[src/rtl/pma_tx_serializer.sv]
// PMA TX serializer: 10-bit word FIFO feeding an LSB-first shifter, idle-word fill on underrun.
// Build option TX_PRBS_EN adds the Prbs_En input and a PRBS7 source that replaces FIFO data.
`timescale 1ns/1ps

module pma_tx_serializer #(
  parameter int unsigned FIFO_DEPTH = 4,
  parameter logic [9:0]  IDLE_WORD  = 10'b0101010101
) (
  input  logic       clk,
  input  logic       rst_n,
`ifdef TX_PRBS_EN
  input  logic       Prbs_En,
`endif
  input  logic [9:0] Data_In,
  input  logic       Data_Valid,
  output logic       Data_Ready,
  output logic       Serial_Out,
  output logic       Word_Boundary,
  output logic       Underflow
);

  localparam int unsigned WORD_W = 10;
  localparam int unsigned CNT_W  = 4;
  localparam int unsigned AW     = (FIFO_DEPTH > 1) ? $clog2(FIFO_DEPTH) : 1;
  localparam int unsigned PW     = AW + 1;
  localparam logic [CNT_W-1:0] LAST_BIT = CNT_W'(WORD_W - 1);

  logic [WORD_W-1:0] r_mem [FIFO_DEPTH];
  logic [PW-1:0]     r_wr_ptr;
  logic [PW-1:0]     r_rd_ptr;
  logic [CNT_W-1:0]  r_bit_cnt;
  logic [WORD_W-1:0] r_sr;
  logic              r_last_data;
  logic              r_underflow;

  logic              w_empty;
  logic              w_full;
  logic              w_load;
  logic              w_push;
  logic              w_pop;
  logic              w_prbs_on;
  logic [WORD_W-1:0] w_head;
  logic [WORD_W-1:0] w_load_word;

  // Extra pointer MSB distinguishes full from empty when the index bits match.
  assign w_empty       = (r_wr_ptr == r_rd_ptr);
  assign w_full        = (r_wr_ptr[AW-1:0] == r_rd_ptr[AW-1:0]) && (r_wr_ptr[AW] != r_rd_ptr[AW]);
  assign w_load        = (r_bit_cnt == LAST_BIT);
  assign w_push        = Data_Valid && Data_Ready;
  assign w_pop         = w_load && !w_empty && !w_prbs_on;
  assign w_head        = r_mem[r_rd_ptr[AW-1:0]];

  assign Data_Ready    = !w_full && !w_prbs_on;
  assign Serial_Out    = r_sr[0];
  assign Word_Boundary = (r_bit_cnt == '0);
  assign Underflow     = r_underflow;

`ifdef TX_PRBS_EN
  logic [6:0]        r_lfsr;
  logic [6:0]        w_lfsr_nxt;
  logic [WORD_W-1:0] w_prbs_word;

  assign w_prbs_on = Prbs_En;

  // Ten Fibonacci steps of x^7+x^6+1; the first generated bit lands in bit 0.
  always_comb begin
    w_lfsr_nxt  = r_lfsr;
    w_prbs_word = '0;
    for (int i = 0; i < WORD_W; i++) begin
      w_prbs_word[i] = w_lfsr_nxt[6] ^ w_lfsr_nxt[5];
      w_lfsr_nxt     = {w_lfsr_nxt[5:0], w_prbs_word[i]};
    end
  end

  always_ff @(posedge clk or negedge rst_n) begin
    if (!rst_n) begin
      r_lfsr <= 7'h7F;
    end else if (w_load && w_prbs_on) begin
      r_lfsr <= w_lfsr_nxt;
    end
  end
`else
  assign w_prbs_on = 1'b0;
`endif

  // Word loaded into the shifter at the end of the current word.
  always_comb begin
    w_load_word = w_empty ? IDLE_WORD : w_head;
`ifdef TX_PRBS_EN
    if (w_prbs_on) begin
      w_load_word = w_prbs_word;
    end
`endif
  end

  always_ff @(posedge clk) begin
    if (w_push) begin
      r_mem[r_wr_ptr[AW-1:0]] <= Data_In;
    end
  end

  // Empty test at a load uses pre-edge pointers, so a same-edge push waits a word.
  always_ff @(posedge clk or negedge rst_n) begin
    if (!rst_n) begin
      r_wr_ptr    <= '0;
      r_rd_ptr    <= '0;
      r_bit_cnt   <= '0;
      r_sr        <= IDLE_WORD;
      r_last_data <= 1'b0;
      r_underflow <= 1'b0;
    end else begin
      if (w_push) begin
        r_wr_ptr <= r_wr_ptr + PW'(1);
      end
      if (w_pop) begin
        r_rd_ptr <= r_rd_ptr + PW'(1);
      end
      if (w_load) begin
        r_bit_cnt   <= '0;
        r_sr        <= w_load_word;
        r_last_data <= w_pop;
        r_underflow <= r_last_data && w_empty && !w_prbs_on;
      end else begin
        r_bit_cnt   <= r_bit_cnt + CNT_W'(1);
        r_sr        <= {1'b0, r_sr[WORD_W-1:1]};
        r_underflow <= 1'b0;
      end
    end
  end

endmodule

[config.mk]
export PLATFORM = sky130hd
export DESIGN_NAME = pma_tx_serializer
export DESIGN_NICKNAME = d
export VERILOG_FILES = /design/src/rtl/pma_tx_serializer.sv
export SDC_FILE = /design/constraint.sdc
export NUM_CORES = 1
export LEC_CHECK = 0
export ABC_AREA = 1
export CAP_MARGIN = 15
export CORE_MARGIN = 4
export CORE_UTILIZATION = 50
export CTS_BUF_LIST = sky130_fd_sc_hd__clkbuf_8 sky130_fd_sc_hd__clkbuf_16
export CTS_CLUSTER_DIAMETER = 120
export DETAILED_ROUTE_END_ITERATION = 16
export PLACE_DENSITY = 0.72
export SLEW_MARGIN = 10
export SYNTH_ARGS = -nofsm -noshare
export SYNTH_HDL_FRONTEND = slang
export SYNTH_SLANG_ARGS = --single-unit
[constraint.sdc]
create_clock -name clk -period 1.55 [get_ports clk]
set_input_delay 0.2325 -clock clk [delete_from_list [all_inputs] [get_ports clk]]
set_output_delay 0.2325 -clock clk [all_outputs]
set_load 0.005 [all_outputs]
# After elaboration in Yosys (flattened, before gate mapping)
# Memories as Yosys holds them, arrays and structs flattened.
# Cells that the tools add are included.
dict set report classes {
  addsub 3
  eq_ne 4
  muxes 6
  n_reduce_logical 7
}
# operator count
set op_table {}
lappend op_table {{$mux 10} 2}
lappend op_table {{$add 3x1->3 const B} 2}
lappend op_table {{$add 4x1->4 const B} 1}
lappend op_table {{$eq 4x4->1 const B} 1}
lappend op_table {{$logic_and 1x1->1} 4}
lappend op_table {{$logic_not 4->1} 1}
lappend op_table {{$mux 4} 1}
lappend op_table {{$eq 3x3->1} 1}
lappend op_table {{$mux 1} 3}
lappend op_table {{$eq 2x2->1} 1}
lappend op_table {{$logic_not 1->1} 2}
lappend op_table {{$ne 1x1->1} 1}
dict set report totals {
  ff_bits 22
  ram_bits 40
  out_inout_bits 4
  wordCells 27
  memories 1
}
# memory words width rd rd_ports_with_merged_regs wr line_no
set mem_list {}
lappend mem_list {r_mem 4 10 1 0 1 28} ;# logic [WORD_W-1:0] r_mem [FIFO_DEPTH];

# Depth between registers and ports, before layout
# Gate-level depths: netlist of the first run.
dict set report logic_depth {
  word_depth 6
  depth_mapped 8
  depth_no_buf 7
}

# Worst setup path before layout of the first run
# OpenSTA, ideal clock, no wires.
dict set report synth_timing {
  path_type {reg2reg}
  start {register r_wr_ptr[0]}
  end {memory r_mem[0][0] (enable)}
  setup_time_ps 376
  arrival_time_ps 1316
  required_ps 1174
  slack_ps -142
  stages_incl_launch_ff 7
  cell_sequence {dfrtp_1 > inv_1 > nand2_1 > nand2_1 > nand3_2 > nand2_1 > nor2_1}
}
dict set report synth_via {
  elab_chain_cells 6
}
# element line_no
set synth_rtl {}
lappend synth_rtl {{from (decl)} 29} ;# logic [PW-1:0] r_wr_ptr;
lappend synth_rtl {{from (signal assigned)} 113} ;# r_wr_ptr <= r_wr_ptr + PW'(1);
lappend synth_rtl {{$eq 2x2->1} 47} ;# assign w_full = (r_wr_ptr[AW-1:0] == r_rd_ptr[AW-1:0]) && (r_wr_ptr[AW] != r_rd_ptr[AW]);
lappend synth_rtl {{$logic_and 1x1->1} 47}
lappend synth_rtl {{$logic_not 1->1} 53} ;# assign Data_Ready = !w_full && !w_prbs_on;
lappend synth_rtl {{via Data_Ready} 16} ;# output logic Data_Ready,
lappend synth_rtl {{$logic_and 1x1->1} 49} ;# assign w_push = Data_Valid && Data_Ready;
lappend synth_rtl {{$mux 1} 97} ;# if (w_push) begin
lappend synth_rtl {{$mux 1 (implied by the code)} 98} ;# r_mem[r_wr_ptr[AW-1:0]] <= Data_In;
lappend synth_rtl {{to (decl)} 28}
# The timed path passes the listed nets, and every way through them passes these cells.

# Worst setup path in the final report of the first run
dict set report layout_timing {
  start {register r_bit_cnt[0]}
  end {output Word_Boundary}
}
dict set report layout_via {
  elab_chain_cells 1
}
# element line_no
set layout_rtl {}
lappend layout_rtl {{from (decl)} 31} ;# logic [CNT_W-1:0] r_bit_cnt;
lappend layout_rtl {{from (signal assigned)} 124} ;# r_bit_cnt <= r_bit_cnt + CNT_W'(1);
lappend layout_rtl {{$logic_not 4->1} 55} ;# assign Word_Boundary = (r_bit_cnt == '0);
lappend layout_rtl {{to (decl)} 18} ;# output logic Word_Boundary,
# No other way between the ends.

==> impl_results.rst, run 1 <==
.. list-table::
   :header-rows: 1

   * - Metric
     - Value
   * - Max-Cap Viols
     - 0
   * - Worst hold slack
     - 240.7 ps
   * - Share of the cycle needed by the critical path after routing
     - 94.31%
   * - Run status
     - completed
   * - Layout-stage area growth over the synthesis result
     - 21.21%
   * - Slew HR
     - 81.63%
   * - Final estimated routing congestion in global placement
     - 0.7565
   * - CP Data Required Time
     - 1320 ps
   * - Final Power
     - 5.704 mW
   * - Synth area leaders
     - sky130_fd_sc_hd__edfxtp_1, sky130_fd_sc_hd__dfrtp_1, sky130_fd_sc_hd__nand2_1, sky130_fd_sc_hd__nand3_1, sky130_fd_sc_hd__dfstp_2
   * - Critical-path top delay cell
     - sky130_fd_sc_hd__dfrtp_1
   * - Startpoint type of the worst setup path
     - flop
   * - Vias
     - 1799
   * - Syn Nets
     - 282
   * - Height of the die
     - 81.03 um
   * - Fraction of final layout cells sized beyond drive strength 1
     - 17.42%
   * - Syn avg cell area
     - 10.10 um^2
   * - Synth Warn #
     - 0
   * - Sequential-to-total area share from yosys stat
     - 65.93%
   * - Final setup fails
     - 0
   * - Finished layout cell area
     - 3232 um^2
   * - Reg-to-Reg End
     - r_mem[3][3]
   * - All-Layer GR Usage
     - 17.24%
   * - Yosys top cell area share
     - 45.05%
   * - Via count of the first global-routing pass
     - 1775
   * - Final hold violation count
     - 0
   * - Syn Std Cell Area
     - 2666 um^2
   * - DRC viols
     - 0
   * - Worst reg-to-reg setup slack
     - 110 ps
   * - Number of buffers on the longest clock path
     - 2
   * - Number of clock sinks
     - 62
   * - Final Max Tran Viols
     - 0
   * - Cell leakage power
     - 1.527 nW
   * - Dpl hpwl
     - 3.179 mm
   * - Post-DR vias/cell
     - 4.734
   * - Pwr Density
     - 1765 nW/um^2
   * - Final WL
     - 4.760 mm
   * - Maximum vdd drop
     - 0.8682 mV
   * - Capturing element type of the critical path
     - primary output
   * - Library cell occupying the most area in the post-synthesis netlist
     - sky130_fd_sc_hd__edfxtp_1
   * - Top Family by Delay on Critical Path
     - flip-flops
   * - Antenna fix cells
     - 0
   * - Arrival time at the worst endpoint
     - 1230 ps
   * - Count of H-tree levels built during CTS
     - 3
   * - Gate Count Post-Synth
     - 264
   * - Cell Chain, Critical Path
     - nor4_1 > dlygate4sd2_1
   * - Clock tree root driver cell
     - sky130_fd_sc_hd__clkbuf_8
   * - Number of design-rule violations left by the first detailed-router iteration
     - 108
   * - Area of the die
     - 6565 um^2
   * - Global-route wire length before repair
     - 8.142 mm
   * - Crit path largest cell delay
     - 380 ps
   * - Length of the first detailed-routing pass in iterations
     - 4
   * - Effective utilization at floorplan
     - 51.87%
   * - Worst-margin pin slew
     - 275.5 ps
   * - Clock buffer count from CTS
     - 9
   * - Critical-path maximum fanout
     - 2
   * - Number of antenna violations at the first check in global routing
     - 0
   * - Synthesized flop and latch total
     - 62
   * - Placed cell areas
     - 3013 um^2
   * - Overflow left after global routing
     - 0
   * - Reg-to-Reg Start
     - r_wr_ptr[1]
   * - Path depth of the worst reg2reg path
     - 8
   * - Clock tree from TritonCTS
     - yes
   * - Crit path buffers/inverters
     - 1
   * - Number of I/O pins
     - 17
   * - Die Wd
     - 81.03 um
   * - Clock skew after layout
     - 6.180 ps
   * - Clock slew at the register clock pins of the worst setup and hold paths
     - 70 ps
   * - Highest achievable clock rate
     - 684.1 MHz
   * - Total negative setup slack
     - 0 ps
   * - Number of antenna-violating nets in the routed design
     - 0
   * - Net count of the finished layout
     - 323
   * - Number of input and output port buffers inserted
     - 16
   * - Clock insertion delay at the later pin of the skew report
     - 330 ps
   * - Pin count of the biggest net entering global routing
     - 23
   * - Site row count
     - 26
   * - Area inside the core boundary
     - 5140 um^2
   * - Distinct cells, synth
     - 19
   * - Post-DR wirelength/cell
     - 12.53 um
   * - Worst hold path class
     - in2async
   * - Min cycle time layout
     - 1462 ps
   * - Critical path type
     - reg2out
[logic make-up (layout without fill, tap and decap cells)]
logic type	after synthesis	count (layout)	share of synthesized area, %
simple gates	148	148	23.51
flops	62	62	65.93
buf+inv	42	88	6.616
fa+ha+maj	5	5	2.346
compound gates	5	5	0.9384
xor+xnor	2	2	0.6571
[state kept, by name (all words and copies together) (netlist names)]
| signal | count |
|---|---|
| r_last_data | 1 |
| Underflow | 1 |
| r_rd_ptr | 3 |
| r_mem | 40 |
| r_sr | 10 |
| r_bit_cnt | 4 |
| r_wr_ptr | 3 |
[stage by stage]
stage | worst slack [ps] | cells | utilization (%)
floorplan | -142.3 | 264 | -
global placement | 52.94 | 360 | 58.62
detailed placement | 1.101 | 360 | 58.62
CTS | -46.76 | 376 | 62.10
global route | -2.342 | 380 | 62.88
finish | 88.14 | 380 | 62.88
[cell type report]
| type | instances | area [um^2] |
|---|---|---|
| Clock inverter | 7 | 57.56 |
| Clock buffer | 9 | 123.9 |
| Tap cell | 70 | 87.58 |
| Inverter | 34 | 127.6 |
| Timing Repair Buffer | 38 | 337.8 |
| Sequential cell | 62 | 1758 |
| Multi-Input combinational cell | 160 | 739.5 |
| Fill cell | 441 | 1908 |
[cell usage after synthesis, drive strengths merged]
| library cell | n |
|---|---|
| ha | 5 |
| nor4 | 1 |
| xor2 | 2 |
| nand3 | 32 |
| buf | 6 |
| nor2 | 9 |
| clkbuf | 2 |
| dfstp | 5 |
| nand2 | 104 |
| edfxtp | 40 |
| dfrtp | 17 |
| o21ai | 5 |
| inv | 34 |
| nor3 | 2 |
[worst max-delay path by stage]
stage,from,end,slack (ps),cells past startpoint
floorplan,r_wr_ptr[0],r_mem[0][0],-140,6
global placement,Data_Valid,r_mem[1][0],50,4
detailed placement,Data_Valid,r_mem[2][4],1,4
CTS,r_wr_ptr[1],Data_Ready,-50,5
global route,r_wr_ptr[1],Data_Ready,-2,5
finish,r_bit_cnt[0],Word_Boundary,90,2
[timing repair]
| action | CTS | global route |
|---|---|---|
| resized for setup | 5 | 9 |
| buffers inserted | 0 | 4 |
| cloned | 0 | 0 |
| hold buffers | 0 | 0 |
| endpoints found under the setup margin | 3 | 31 |
| pin swaps | 0 | 1 |
[metal layers]
metal / vias up / wire length [um] / track usage [%]
met5: - / 0 / 0
met4: 0 / 109 / 10.47
met3: 10 / 177 / 4.102
met2: 33 / 2335 / 27.50
met1: 831 / 2138 / 21.22
li1: 925 / - / -
[placed cells by master (no fill, tap or decap), drive strengths merged]
cell           netlist  final
o21ai                5      5
clkinvlp             0      1
dfrtp               17     17
edfxtp              40     40
ha                   5      5
inv                 34     36
nand3               32     32
clkdlybuf4s50        0     13
clkinv               0      3
nor3                 2      2
clkbuf               2     10
nor2                 9      9
nor4                 1      1
bufinv               0      1
xor2                 2      2
dlygate4sd2          0      2
dfstp                5      5
nand2              104    104
buf                  6     22
[where the power goes]
group	leakage (nW)	internal (mW)	switching (mW)
Clock	0.0967	0.716	0.589
Sequential	0.635	2.16	0.148
Combinational	0.796	0.842	1.25
Power figures use the tool's default switching activity.
==> run 2, diff against run 1 <==
Settings changed: CAP_MARGIN 15 to 5, PLACE_DENSITY 0.72 to 0.69.
Clock period 1.55 ns to 1.7 ns, I/O delays scaled along.
==> run 2 against run 1 <==
Against the previous run:
- first-iteration DRC count grew 34%
- clock-buffer cell count is the same
- highest routed layer unchanged
- hold slack gained 26 ps
- non-clock buffer count shrank 3
- sequential share of layout area shrank 0.17 points
- via count grew 4.7%
- cell count shrank 0.79%
- register-to-register slack is essentially flat
- critical path depth grew 3
- combinational power shrank 8%
==> impl_results.rst, run 2 (synthesis gave the netlist of run 1 again) <==
.. list-table::
   :header-rows: 1

   * - Metric
     - Value
   * - Run status
     - completed
   * - Final setup fails
     - 0 (unchanged)
   * - Site row count
     - 26 (unchanged)
   * - Pin count of the biggest net entering global routing
     - 23 (unchanged)
   * - Fraction of final layout cells sized beyond drive strength 1
     - 16.61% (-0.81 points)
   * - Net count of the finished layout
     - 320 (-0.93%)
   * - Final estimated routing congestion in global placement
     - 0.8163 (+7.9%)
   * - Layout-stage area growth over the synthesis result
     - 21.68%
   * - Number of clock sinks
     - 62 (unchanged)
   * - Area inside the core boundary
     - 5140 um^2 (unchanged)
   * - Number of buffers on the longest clock path
     - 2 (unchanged)
   * - Crit path largest cell delay
     - 420 ps (+40 ps)
   * - Register area
     - 1759 um^2 (about the same)
   * - Max-Cap Viols
     - 0 (unchanged)
   * - Total negative setup slack
     - 0 ps (unchanged)
   * - Finished layout cell area
     - 3244 um^2 (+0.39%)
   * - Die Wd
     - 81.03 um (unchanged)
   * - Highest achievable clock rate
     - 602.0 MHz
   * - Height of the die
     - 81.03 um (unchanged)
   * - Clock tree from TritonCTS
     - yes
   * - Final cell count without fillers
     - 377 (-0.79%)
   * - Crit path buffers/inverters
     - 2 (+1)
   * - Clock tree root driver cell
     - sky130_fd_sc_hd__clkbuf_8
   * - Top Family by Delay on Critical Path
     - flip-flops
   * - Post-DR wirelength/cell
     - 13.36 um (+6.6%)
   * - Final core occ
     - 63.12% (+0.24 points)
   * - Effective utilization at floorplan
     - 51.87% (unchanged)
   * - Clock slew at the register clock pins of the worst setup and hold paths
     - 70 ps (about the same)
   * - Critical-path maximum fanout
     - 4 (+2)
   * - Footprint of the multi-input gates
     - 734.5 um^2 (-0.68%)
   * - Clock skew after layout
     - 6.179 ps (-0.001770 ps)
   * - Leading cell type in the layout, fill and taps excluded
     - sky130_fd_sc_hd__nand2_1
   * - Final WL
     - 5.036 mm (+5.8%)
   * - Min cycle time layout
     - 1661 ps
   * - Via count of the first global-routing pass
     - 1733 (-2.4%)
   * - Worst-margin pin slew
     - 298.9 ps (+23.37 ps)
   * - Cell Chain, Critical Path
     - inv_2 > nand2_1 > nand2_1 > nand3_2 > dlygate4sd2_1
   * - Pwr Density
     - 1678 nW/um^2 (-4.9%)
   * - Dpl hpwl
     - 3.205 mm (+0.84%)
   * - Placed insts
     - 353 (-1.9%)
   * - Part of the power in combinational logic
     - 35.4% (-1.3 points)
   * - Overflow left after global routing
     - 0 (unchanged)
   * - Fill count
     - 428 (-2.9%)
   * - Maximum vdd drop
     - 0.8240 mV (-5.1%)
   * - Count of H-tree levels built during CTS
     - 3 (unchanged)
   * - Relative contribution of the clock network to total power
     - 26.2% (+3.3 points)
   * - Internal
     - 3.545 mW (-4.5%)
   * - Cell mode on critical path
     - sky130_fd_sc_hd__nand2_1
   * - Global-route wire length before repair
     - 8.142 mm (unchanged)
   * - Clock buffer count from CTS
     - 9 (unchanged)
   * - Share of the cycle needed by the critical path after routing
     - 97.71%
   * - Clock insertion delay at the later pin of the skew report
     - 340 ps (about the same)
   * - Placed cell areas
     - 2960 um^2 (-1.7%)
   * - Arrival time at the worst endpoint
     - 1410 ps (+180 ps)
   * - Final hold violation count
     - 0 (unchanged)
   * - Part of the power in registers
     - 38.4% (-2.0 points)
   * - Number of antenna-violating nets in the routed design
     - 0 (unchanged)
   * - Number of input and output port buffers inserted
     - 16 (unchanged)
   * - Vias
     - 1884 (+4.7%)
   * - Area of the die
     - 6565 um^2 (unchanged)
   * - Number of I/O pins
     - 17 (unchanged)
   * - Leading cell types in the layout, fill and taps excluded
     - sky130_fd_sc_hd__nand2_1, sky130_fd_sc_hd__edfxtp_1, sky130_fd_sc_hd__nand3_1
   * - Final Max Tran Viols
     - 0 (unchanged)
   * - Capturing element type of the critical path
     - primary output
   * - Length of the first detailed-routing pass in iterations
     - 4 (unchanged)
   * - Cell leakage power
     - 1.524 nW (-0.23%)
   * - Critical-path top delay cell
     - sky130_fd_sc_hd__dfrtp_1
   * - Worst reg-to-reg setup slack
     - 100 ps (about the same)
   * - All-Layer GR Usage
     - 16.97% (-0.27 points)
   * - Switching power
     - 1.898 mW (-4.7%)
   * - Worst hold path class
     - in2async
   * - Number of antenna violations at the first check in global routing
     - 0 (unchanged)
   * - Final Power
     - 5.443 mW (-4.6%)
   * - Startpoint type of the worst setup path
     - flop
   * - DRC viols
     - 0 (unchanged)
   * - Slew HR
     - 80.07% (-1.6 points)
   * - Flip-flop count of the largest register, all copies and words added
     - 40 (unchanged)
   * - Number of design-rule violations left by the first detailed-router iteration
     - 145 (+34%)
   * - CP Data Required Time
     - 1440 ps (+120 ps)
   * - Critical path type
     - reg2out
   * - Antenna fix cells
     - 0 (unchanged)
   * - Switching power as a share of total power
     - 34.87% (-0.040 points)
   * - Post-DR vias/cell
     - 4.997 (+5.6%)
-- run 2: cell type report --
| cell class | instances | area share, % |
|---|---|---|
| flip-flops and latches | 62 | 54.22 |
| clock inverters | 7 | 3.047 |
| multi-input cells | 160 | 22.64 |
| inverters | 34 | 3.934 |
| clock buffers | 9 | 3.818 |
| well taps | 70 | 2.700 |
| repair buffers | 35 | 9.641 |
-- run 2: worst paths after layout --
check,from,end,cells after the start
max,r_wr_ptr[0],Data_Ready,5
min,rst_n,r_bit_cnt[2],2
max reg2reg,r_wr_ptr[0],r_mem[2][8],8
min reg2reg,r_sr[7],r_sr[6],2
max in group asynchronous,rst_n,r_sr[2],2
min in group clk,r_sr[7],r_sr[6],2
-- run 2: power by group through the flow --
stage	Combinational [mW]	Clock [mW]	Sequential [mW]
after floorplan	1.22	0	2.10
after global placement	1.73	0	2.11
after detailed placement	1.77	0	2.13
after CTS	1.83	1.44	2.09
after global routing	2.18	1.53	2.12
final	1.93	1.43	2.09
-- run 2: layer usage --
metal  wire length [um]  track usage, %
met1               2289           22.51
met2               2363           25.29
met3                239           4.324
met4                143           9.797
met5                  0               0
-- run 2: what timing repair did --
action	4_1_cts	5_1_grt
gates cloned	0	0
hold endpoints to repair	0	0
endpoints found under the setup margin	2	1
buffers inserted	3	5
pin swaps	0	1
hold buffers	0	0
gates resized for setup	4	2
-- run 2: metrics by stage --
stage,setup WS (ps),hold slack [ps]
4_1_cts,1.168,266.9
2_1_floorplan,7.711,-40.59
3_5_place_dp,110.3,436.9
5_1_grt,-31.40,284.2
3_3_place_gp,153.5,433.9
6_report,38.92,267.1
==> run 3, diff against run 2 <==
Settings changed: CELL_PAD_IN_SITES_DETAIL_PLACEMENT from default to 0, CELL_PAD_IN_SITES_GLOBAL_PLACEMENT from default to 1, CORE_UTILIZATION 50 to 49, PLACE_DENSITY 0.69 to default, PLACE_DENSITY_LB_ADDON from default to 0.1, REMOVE_ABC_BUFFERS from default to 1.
==> run 3 against run 2 <==
Against the previous run:
- core utilization decreased by 1.4 points
- hold slack about the same
- global-route usage decreased by 0.66 points
- critical endpoint unchanged
- total power decreased by 3.5%
- critical path type unchanged
- largest power group unchanged
- non-clock buffer count decreased by 3
- die area increased by 1.8%
- sequential power about the same
- largest cell class unchanged
- fmax increased by 3.6%
- clock power decreased by 10%
==> impl_results.rst, run 3 (synthesis gave the netlist of run 1 again) <==
.. list-table::
   :header-rows: 1

   * - Metric
     - Value
   * - Run status
     - completed
   * - Clock insertion delay at the later pin of the skew report
     - 340 ps (about the same)
   * - Number of clock sinks
     - 62 (unchanged)
   * - Number of buffers on the longest clock path
     - 2 (unchanged)
   * - Pwr Density
     - 1637 nW/um^2 (-2.4%)
   * - Arrival time at the worst endpoint
     - 1350 ps (-60 ps)
   * - Cell leakage power
     - 1.511 nW (-0.84%)
   * - Worst Setup SP
     - r_wr_ptr[1]
   * - Effective utilization at floorplan
     - 51.23% (-0.65 points)
   * - Max-Cap Viols
     - 0 (unchanged)
   * - Global-route wire length before repair
     - 7.783 mm (-4.4%)
   * - Number of antenna-violating nets in the routed design
     - 0 (unchanged)
   * - Startpoint type of the worst setup path
     - flop
   * - Register area
     - 1758 um^2 (about the same)
   * - Worst-margin pin slew
     - 305.0 ps (+6.131 ps)
   * - Switching power as a share of total power
     - 34.79% (-0.074 points)
   * - Path depth of the worst reg2reg path
     - 7 (-1)
   * - Pin count of the biggest net entering global routing
     - 23 (unchanged)
   * - Site row count
     - 26 (unchanged)
   * - Capturing element type of the critical path
     - primary output
   * - Final WL
     - 4.872 mm (-3.3%)
   * - Footprint of the multi-input gates
     - 744.5 um^2 (+1.4%)
   * - Final setup fails
     - 0 (unchanged)
   * - Flip-flop count of the largest register, all copies and words added
     - 40 (unchanged)
   * - Vias
     - 1760 (-6.6%)
   * - All-Layer GR Usage
     - 16.31% (-0.66 points)
   * - Overflow left after global routing
     - 0 (unchanged)
   * - Placed insts
     - 353 (unchanged)
   * - Met2 capacity usage during global routing
     - 24.07% (-1.2 points)
   * - Clock tree from TritonCTS
     - yes
   * - Share of the cycle needed by the critical path after routing
     - 94.31% (-3.4 points)
   * - Count of H-tree levels built during CTS
     - 3 (unchanged)
   * - Via count of the first global-routing pass
     - 1644 (-5.1%)
   * - Area of the die
     - 6686 um^2 (+1.8%)
   * - Pre-CTS setup slack
     - 100.7 ps (-9.673 ps)
   * - Final estimated routing congestion in global placement
     - 0.7527 (-7.8%)
   * - Clock buffer count from CTS
     - 9 (unchanged)
   * - Worst reg-to-reg setup slack
     - 150 ps (+50 ps)
   * - CP Data Required Time
     - 1440 ps (about the same)
   * - Worst hold path class
     - in2async
   * - Critical path type
     - reg2out
   * - Slew HR
     - 79.60% (-0.47 points)
   * - Dpl hpwl
     - 3.343 mm (+4.3%)
   * - Part of the power in combinational logic
     - 35.8% (+0.4 points)
   * - Number of I/O pins
     - 17 (unchanged)
   * - Final cell count without fillers
     - 374 (-0.80%)
   * - Antenna fix cells
     - 0 (unchanged)
   * - Clock slew at the register clock pins of the worst setup and hold paths
     - 70 ps (about the same)
   * - Net count of the finished layout
     - 317 (-0.94%)
   * - GR Layer Usage met3
     - 5.592% (+1.3 points)
   * - Part of the power in registers
     - 39.7% (+1.3 points)
   * - Die Wd
     - 81.77 um (+0.91%)
   * - DRC viols
     - 0 (unchanged)
   * - Maximum vdd drop
     - 0.9444 mV (+15%)
   * - Met1 capacity usage during global routing
     - 22.09% (-0.42 points)
   * - Number of input and output port buffers inserted
     - 16 (unchanged)
   * - Leading cell type in the layout, fill and taps excluded
     - sky130_fd_sc_hd__nand2_1
   * - Reg-to-Reg Start
     - r_wr_ptr[1]
   * - Critical-path maximum fanout
     - 6 (+2)
   * - Number of antenna violations at the first check in global routing
     - 0 (unchanged)
   * - Post-DR vias/cell
     - 4.706 (-5.8%)
   * - Final Max Tran Viols
     - 0 (unchanged)
   * - Most heavily used metal layer in global routing
     - met2
   * - Final core occ
     - 61.68% (-1.4 points)
   * - Clock skew after layout
     - 10.10 ps (+3.918 ps)
   * - Fill count
     - 435 (+1.6%)
   * - Post-DR wirelength/cell
     - 13.03 um (-2.5%)
   * - RSZ-0062 raised after global routing
     - false
   * - Final hold violation count
     - 0 (unchanged)
   * - Relative contribution of the clock network to total power
     - 24.4% (-1.8 points)
   * - Min cycle time layout
     - 1603 ps (-57.73 ps)
   * - Height of the die
     - 81.77 um (+0.91%)
   * - Internal
     - 3.427 mW (-3.3%)
   * - Length of the first detailed-routing pass in iterations
     - 5 (+1)
   * - Least setup slack across all paths after layout
     - 96.65 ps (+57.73 ps)
   * - Layout-stage area growth over the synthesis result
     - 20.41%
   * - Number of design-rule violations left by the first detailed-router iteration
     - 87 (-40%)
   * - Reg-to-Reg End
     - r_mem[1][6]
   * - Area inside the core boundary
     - 5205 um^2 (+1.3%)
   * - Leading cell types in the layout, fill and taps excluded
     - sky130_fd_sc_hd__nand2_1, sky130_fd_sc_hd__edfxtp_1, sky130_fd_sc_hd__inv_1
   * - Worst hold slack
     - 267.5 ps (+0.3330 ps)
   * - Clock tree root driver cell
     - sky130_fd_sc_hd__clkbuf_8
   * - Switching power
     - 1.828 mW (-3.7%)
   * - Highest achievable clock rate
     - 623.7 MHz (+3.6%)
   * - Fraction of final layout cells sized beyond drive strength 1
     - 15.13% (-1.5 points)
run 3: final cells by class:
class	count	area share, %
repair buffers	32	9.080
multi-input cells	160	23.19
well taps	70	2.728
inverters	34	3.975
clock buffers	11	4.716
flip-flops and latches	62	54.75
clock inverters	5	1.559
run 3: metrics by stage:
step	cell area (um^2)	TNS (ps)	total power, mW
3_5_place_dp	2960	0	3.890
3_3_place_gp	2960	0	3.872
6_report	3211	0	5.255
5_1_grt	3211	0	5.645
4_1_cts	3174	-29.51	5.211
2_1_floorplan	2618	-15050	3.245
run 3: worst max-delay path by stage:
stage / endpoint / cells past startpoint
after CTS: Data_Ready / 5
final: Data_Ready / 5
after global routing: Data_Ready / 5
after floorplan: r_mem[0][0] / 6
after detailed placement: r_mem[1][1] / 7
after global placement: r_mem[2][1] / 4
run 3: repair_timing:
item	4_1_cts	5_1_grt
resized for setup	3	5
pin swaps	0	2
setup endpoints to repair	2	11
endpoints found under the hold margin	0	0
setup buffers	2	3
hold buffers	0	0
run 3: power groups by stage:
stage | Sequential (mW) | Clock (mW) | Combinational [mW]
finish | 2.09 | 1.28 | 1.88
global route | 2.11 | 1.37 | 2.16
CTS | 2.09 | 1.32 | 1.80
detailed placement | 2.12 | 0 | 1.77
global placement | 2.12 | 0 | 1.75
floorplan | 2.16 | 0 | 1.08
run 3: worst max-delay path: stages, from the launching register on:
cell and delay (ps):
sky130_fd_sc_hd__dfrtp_1 430, sky130_fd_sc_hd__inv_2 90, sky130_fd_sc_hd__nand2_1 60, sky130_fd_sc_hd__nand2_2 100
sky130_fd_sc_hd__nand3_4 110, sky130_fd_sc_hd__clkdlybuf4s15_1 220
run 3: per-layer routing:
metal  up-vias  wire length, um  part of all wire (%)
met3         5              167                   3.4
met5         -                0                     0
met1       816             2528                    52
met4         0               53                   1.1
li1        915                -                     -
met2        24             2122                    44
